--- src/rtl/udp_unpack.sv ---
// UDP receive unpacker: validates an IPv4/UDP frame in RX RAM and copies its payload into payload RAM.
// Latency: 15 header reads, N+1 payload cycles, then fold/check/done; completion is a one-cycle rx_valid or rx_err pulse.
// Backpressure: none; RX RAM is read at one word per cycle, and rx_start is ignored while udp_busy is high.
module udp_unpack (
  input  logic        clk,
  input  logic        RST,
  input  logic        rx_start,
  input  logic        rx_bank,
  input  logic [15:0] local_port,
  input  logic [31:0] sum_init,
  input  logic [15:0] rx_data,
  output logic [10:0] rx_rdaddr,
  output logic [15:0] pl_data,
  output logic [10:0] pl_addr,
  output logic        pl_wren,
  output logic        pl_bank,
  output logic        udp_busy,
  output logic        rx_valid,
  output logic        rx_err,
  output logic [15:0] rx_len,
  output logic [2:0]  err_code
);

  localparam logic [2:0] S_IDLE  = 3'd0;
  localparam logic [2:0] S_HDR   = 3'd1;
  localparam logic [2:0] S_PAY   = 3'd2;
  localparam logic [2:0] S_FOLD1 = 3'd3;
  localparam logic [2:0] S_FOLD2 = 3'd4;
  localparam logic [2:0] S_CHECK = 3'd5;
  localparam logic [2:0] S_DONE  = 3'd6;

  logic [2:0]  state;
  logic        start_q;
  logic        bank;
  logic [9:0]  rd_word;    // word currently on rx_rdaddr
  logic [9:0]  dat_word;   // word whose data is on rx_data this cycle
  logic        dv;         // dat_word is meaningful (false on the first HDR cycle)
  logic [15:0] len;
  logic [9:0]  npay;
  logic [9:0]  pidx;
  logic        pay_flush;  // last payload word captured; one cycle left for its write
  logic        csum_off;
  logic [31:0] sum;

  logic [15:0] n_calc;
  logic        len_bad;
  logic        last_pay;
  logic [15:0] pay_word;
  logic [9:0]  rd_end;
  logic [2:0]  hdr_code;

  assign n_calc   = (rx_data - 16'd7) >> 1;
  assign len_bad  = (rx_data < 16'd8) || (n_calc > 16'd1003);
  assign last_pay = (pidx == npay - 10'd1);
  // An odd UDP length leaves only the high byte of the final word as payload.
  assign pay_word = (last_pay && len[0]) ? {rx_data[15:8], 8'h00} : rx_data;
  assign rd_end   = 10'd20 + npay;

  // Header field validation for the word arriving this cycle.
  always_comb begin
    hdr_code = 3'd0;
    if (dv) begin
      case (dat_word)
        10'd6:   if (rx_data != 16'h0800)      hdr_code = 3'd1;
        10'd11:  if (rx_data[7:0] != 8'h11)    hdr_code = 3'd2;
        10'd18:  if (rx_data != local_port)    hdr_code = 3'd3;
        10'd19:  if (len_bad)                  hdr_code = 3'd4;
        default: hdr_code = 3'd0;
      endcase
    end
  end

  // Frame FSM: header reads, payload copy, checksum fold and completion reporting.
  always_ff @(posedge clk) begin
    if (RST) begin
      state     <= S_IDLE;
      start_q   <= 1'b0;
      bank      <= 1'b0;
      rd_word   <= 10'd0;
      dat_word  <= 10'd0;
      dv        <= 1'b0;
      len       <= 16'd0;
      npay      <= 10'd0;
      pidx      <= 10'd0;
      pay_flush <= 1'b0;
      csum_off  <= 1'b0;
      sum       <= 32'd0;
      rx_rdaddr <= 11'd0;
      pl_data   <= 16'd0;
      pl_addr   <= 11'd0;
      pl_wren   <= 1'b0;
      pl_bank   <= 1'b0;
      udp_busy  <= 1'b0;
      rx_valid  <= 1'b0;
      rx_err    <= 1'b0;
      rx_len    <= 16'd0;
      err_code  <= 3'd0;
    end else begin
      start_q  <= rx_start;
      rx_valid <= 1'b0;
      rx_err   <= 1'b0;
      pl_wren  <= 1'b0;
      case (state)
        S_IDLE: begin
          if (rx_start && !start_q) begin
            bank      <= rx_bank;
            rd_word   <= 10'd6;
            rx_rdaddr <= {rx_bank, 10'd6};
            dv        <= 1'b0;
            sum       <= sum_init;
            udp_busy  <= 1'b1;
            state     <= S_HDR;
          end
        end
        S_HDR: begin
          dv       <= 1'b1;
          dat_word <= rd_word;
          // Payload reads start before PAY so the stream has no bubble.
          if ((rd_word < 10'd20) || (rd_word > 10'd20 && rd_word < rd_end)) begin
            rd_word   <= rd_word + 10'd1;
            rx_rdaddr <= {bank, rd_word + 10'd1};
          end
          if (hdr_code != 3'd0) begin
            rx_err   <= 1'b1;
            rx_len   <= 16'd0;
            err_code <= hdr_code;
            state    <= S_DONE;
          end else if (dv) begin
            case (dat_word)
              10'd17, 10'd18: sum <= sum + {16'h0000, rx_data};
              10'd19: begin
                len  <= rx_data;
                npay <= n_calc[9:0];
                // Length counted once for the UDP header and once for the pseudo-header.
                sum  <= sum + {15'h0000, rx_data, 1'b0};
                if (n_calc != 16'd0) begin
                  rd_word   <= 10'd21;
                  rx_rdaddr <= {bank, 10'd21};
                end
              end
              10'd20: begin
                sum       <= sum + {16'h0000, rx_data};
                csum_off  <= (rx_data == 16'h0000);
                pidx      <= 10'd0;
                pay_flush <= 1'b0;
                state     <= (npay != 10'd0) ? S_PAY : S_FOLD1;
              end
              default: ;
            endcase
          end
        end
        S_PAY: begin
          if (pay_flush) begin
            state <= S_FOLD1;
          end else begin
            pl_wren <= 1'b1;
            pl_addr <= {pl_bank, pidx};
            pl_data <= pay_word;
            sum     <= sum + {16'h0000, pay_word};
            pidx    <= pidx + 10'd1;
            if (last_pay) pay_flush <= 1'b1;
            if (rd_word < rd_end) begin
              rd_word   <= rd_word + 10'd1;
              rx_rdaddr <= {bank, rd_word + 10'd1};
            end
          end
        end
        S_FOLD1, S_FOLD2: begin
          sum   <= {16'h0000, sum[31:16]} + {16'h0000, sum[15:0]};
          state <= (state == S_FOLD1) ? S_FOLD2 : S_CHECK;
        end
        S_CHECK: begin
          state <= S_DONE;
          if (csum_off || sum[15:0] == 16'hFFFF) begin
            rx_valid <= 1'b1;
            rx_len   <= len - 16'd8;
            err_code <= 3'd0;
            pl_bank  <= ~pl_bank;
          end else begin
            rx_err   <= 1'b1;
            rx_len   <= 16'd0;
            err_code <= 3'd5;
          end
        end
        S_DONE: begin
          udp_busy <= 1'b0;
          state    <= S_IDLE;
        end
        default: state <= S_IDLE;
      endcase
    end
  end

endmodule
--- config.mk ---
export PLATFORM = sky130hd
export DESIGN_NAME = udp_unpack
export DESIGN_NICKNAME = d
export VERILOG_FILES = /design/src/rtl/udp_unpack.sv
export SDC_FILE = /design/constraint.sdc
export NUM_CORES = 1
export LEC_CHECK = 0
export BUFFER_PORTS_ARGS = -buffer_cell sky130_fd_sc_hd__buf_4
export CAP_MARGIN = 20
export CORE_MARGIN = 2
export CORE_UTILIZATION = 60
export DETAILED_ROUTE_END_ITERATION = 10
export PLACE_DENSITY = 0.79
export SYNTH_ARGS = -nofsm -noshare
export SYNTH_HDL_FRONTEND = slang
export SYNTH_SLANG_ARGS = --single-unit
--- constraint.sdc ---
create_clock -name clk -period 8.7 [get_ports clk]
set_input_delay 0.435 -clock clk [delete_from_list [all_inputs] [get_ports clk]]
set_output_delay 0.435 -clock clk [all_outputs]
set_load 0.01 [all_outputs]
==> impl_metrics.json <==
{
  "routed.top_layer": "met4",
  "synth_most_common_cell": "nand2_1",
  "grt_start_max_net_pins": 73,
  "finalWirelength_mm": 37.9,
  "r2r-start": "npay[0]",
  "h-tree-depth": 4,
  "slew_headroom": 0.273,
  "grt_pass1_wl_mm": 60.3,
  "required_ps": 9050,
  "intPower_mw": 2.14,
  "endpoint_kind": "register",
  "seqPwrFrac": 0.273,
  "cts_resized": 0,
  "area_growth_pct": 13.8,
  "pwr-share-clk": 0.197,
  "finalCritPeriodShare": 0.662,
  "fill_cells": 1646,
  "tns_ps": 0,
  "grtUsageTotal": 0.349,
  "ant_nets": 0,
  "dpl_worst_slack_ps": 3120,
  "routed_via_density": 6.45,
  "die_area_sq_um": 21200,
  "fin_nets": 1791,
  "hold_violations": 0,
  "hold_path_depth": 2,
  "cts.clk_slew.worst_paths_ps": 80,
  "met3_length_mm": 3.37,
  "synth-edff-count": 0,
  "power_mw": 4.02,
  "r2r_end": "sum[31]",
  "syn_area_sq_um": 12000,
  "cp_top_family": "simple AND/OR/NAND/NOR gates",
  "cts_max_path_buffers": 2,
  "synthTopCellsByCount": "nand2_1, dfxtp_1, a21oi_1, nor2_1, xnor2_1",
  "num_antenna_cells": 0,
  "cpMaxStageDelayCell": "o21ai_0",
  "syn_inst": 1576,
  "avgRoutedWirePerCell_um": 19.7,
  "tightest_slew_ps": 1080,
  "port_buffers": 129,
  "drc": 0,
  "design.core.area_sq_um": 19600,
  "vias": 12400,
  "worstPathArrival_ps": 6120,
  "path_max_fanout": 16,
  "stdcell_area_sq_um": 13700,
  "cts_buffers": 17,
  "power_leakage_nw": 5.61,
  "worst_path_largest_cell_delay_ps": 670,
  "period_minus_slack_ps": 5760,
  "globalRouteOverflowTotal": 0,
  "swShare": 0.469,
  "cts_setup_buffers": 0,
  "min_from": "rx_start",
  "comb_power_share": 0.530,
  "drv_cap": 0,
  "clock-sinks": 158,
  "synth-main-ff-cell": "dfxtp_1",
  "peakVddDrop_v": 0.000172,
  "netSwitchingPower_mw": 1.89,
  "initial_core_util": 0.615,
  "power_density_nw_per_um2": 294,
  "met1_length_mm": 15.5,
  "worst-path-buf-inv": 0,
  "yosysSeqAreaShare": 0.263,
  "die_x_um": 146,
  "die_y_um": 146,
  "worst_setup_path_start_kind": "register",
  "seq_area_sq_um": 3160,
  "hold_path.class": "input port to register",
  "wl_met2_mm": 17.5,
  "synth.distinct_cells": 90,
  "drv_slew": 0,
  "drtIter0Drc": 1098,
  "dpl.hpwl_mm": 27.0,
  "multi_input_area_sq_um": 8330,
  "cts_hold_buf": 0,
  "max_freq_mhz": 174,
  "utilization": 0.700,
  "fin_ws_ps": 2940,
  "synth_seq_cells": 158,
  "antenna_found_initial": 1,
  "place_congestion": 1.03,
  "synthDominantCellAreaShare": 0.263,
  "yosys_warnings": 0,
  "grt_pass1_vias": 11600,
  "synth_top_area_cell": "dfxtp_1",
  "cts_tree": "done",
  "setup_viol": 0,
  "status": "completed",
  "r2r_slack_ps": 2940,
  "crit_top_cell": "nand3_1",
  "async_flop_share": 0,
  "rows": 51,
  "synth_area_leaders": "dfxtp_1, ha_1, a21oi_1",
  "drive_above_1_share": 0.133,
  "crit_type": "register to register",
  "synthesis.nets": 1723,
  "reg2reg_depth": 18,
  "cp_cell_sequence": "nor3_2, nand3_1, or3b_2, nand3_1, o21ai_0, a2111o_1, or2_2, and2_1, ha_1, nand3_1, o2111a_1, nor3b_1, a31oi_1, o21ai_0, nand2_1, and2_1, o41a_1, a211oi_1",
  "rsz0062_at_grt": "no",
  "postPlaceCellArea_sq_um": 13100,
  "drt-pass1-iter-count": 8,
  "root_buffer": "clkbuf_16",
  "finalClockSkew_ps": 15.5,
  "syn_area_per_cell_sq_um": 7.64,
  "min_to": "start_q",
  "ios": 130,
  "clk_latency_ps": 440
}
## power by group through the flow
stage	combinational (mW)	clock, mW	sequential, mW
detailed placement	2.05	0	1.10
CTS	2.07	0.792	1.08
floorplan	1.57	0	0.989
finish	2.13	0.792	1.10
global placement	2.02	0	1.10
global route	2.33	0.828	1.11
## cell type report
| type | instances | area share |
|---|---|---|
| Sequential cell | 158 | 0.231 |
| Clock inverter | 14 | 0.0126 |
| Clock buffer | 18 | 0.0320 |
| Inverter | 44 | 0.0121 |
| Timing Repair Buffer | 145 | 0.0809 |
| Tap cell | 265 | 0.0242 |
| Multi-Input combinational cell | 1278 | 0.607 |
## layer usage
metal | track usage | vias up
li1 | - | 5891
met1 | 0.445 | 5772
met2 | 0.578 | 622
met3 | 0.0605 | 108
met4 | 0.157 | 0
met5 | 0 | -
## cell families (layout without fill, tap and decap cells)
group	Yosys count	in the layout	synth area share
AND/OR/NAND/NOR	573	573	0.230
flip-flops	158	158	0.263
AO/OA/AOI/OAI	469	469	0.258
multiplexers	29	29	0.0244
buffers and inverters	140	221	0.0473
XOR/XNOR	127	127	0.0924
adder cells (fa/ha/maj)	80	80	0.0854
## per-stage QoR
stage / hold WS, ps / instances
detailed placement: 447 / 1889
global route: 240 / 1922
CTS: 240 / 1921
global placement: 442 / 1889
floorplan: 439 / 1576
finish: 252 / 1922
## worst max path at each step
stage | start | to | slack (ps) | depth (start not counted)
floorplan | npay[0] | sum[20] | 3560 | 20
global placement | npay[0] | sum[31] | 3250 | 18
detailed placement | npay[0] | sum[31] | 3120 | 18
CTS | npay[0] | sum[31] | 3050 | 18
global route | npay[2] | sum[31] | 2630 | 18
finish | npay[0] | sum[31] | 2940 | 18
## sequential cells by signal, summed over array words and instances, names as in the netlist, 3 cells and up
register and flops:
dat_word 10, err_code 3, len 16, npay 10, pidx 10, pl_addr 11, pl_data 16, rd_word 10
rx_len 16, rx_rdaddr 11, state 3, sum 32
## cell usage in the layout (no fill, tap or decap), types with 6 or more instances in the layout
master       n
a211o_1      6
a211oi_1    17
a21boi_0     6
a21o_1      20
a21oi_1    149
a221oi_1     7
a22o_1      17
a22oi_1     13
a311oi_1    11
a31o_2       6
a31oi_1     17
and2_1      16
and3_1      12
buf_4      144
clkbuf_16   17
dfxtp_1    158
ha_1        75
inv_1       44
inv_6        6
mux2i_1     26
nand2_1    165
nand2b_1    16
nand3_1     47
nand4_1     31
nor2_1     147
nor2b_1     18
nor3_1      53
nor4_1      11
o211ai_1    17
o21a_1      17
o21ai_0     77
o22ai_1     11
o31a_1       6
o31ai_1      9
or2_2       12
or3_1        7
xnor2_1     79
xor2_1      47
Note: power is estimated with default switching activity, not from simulation.
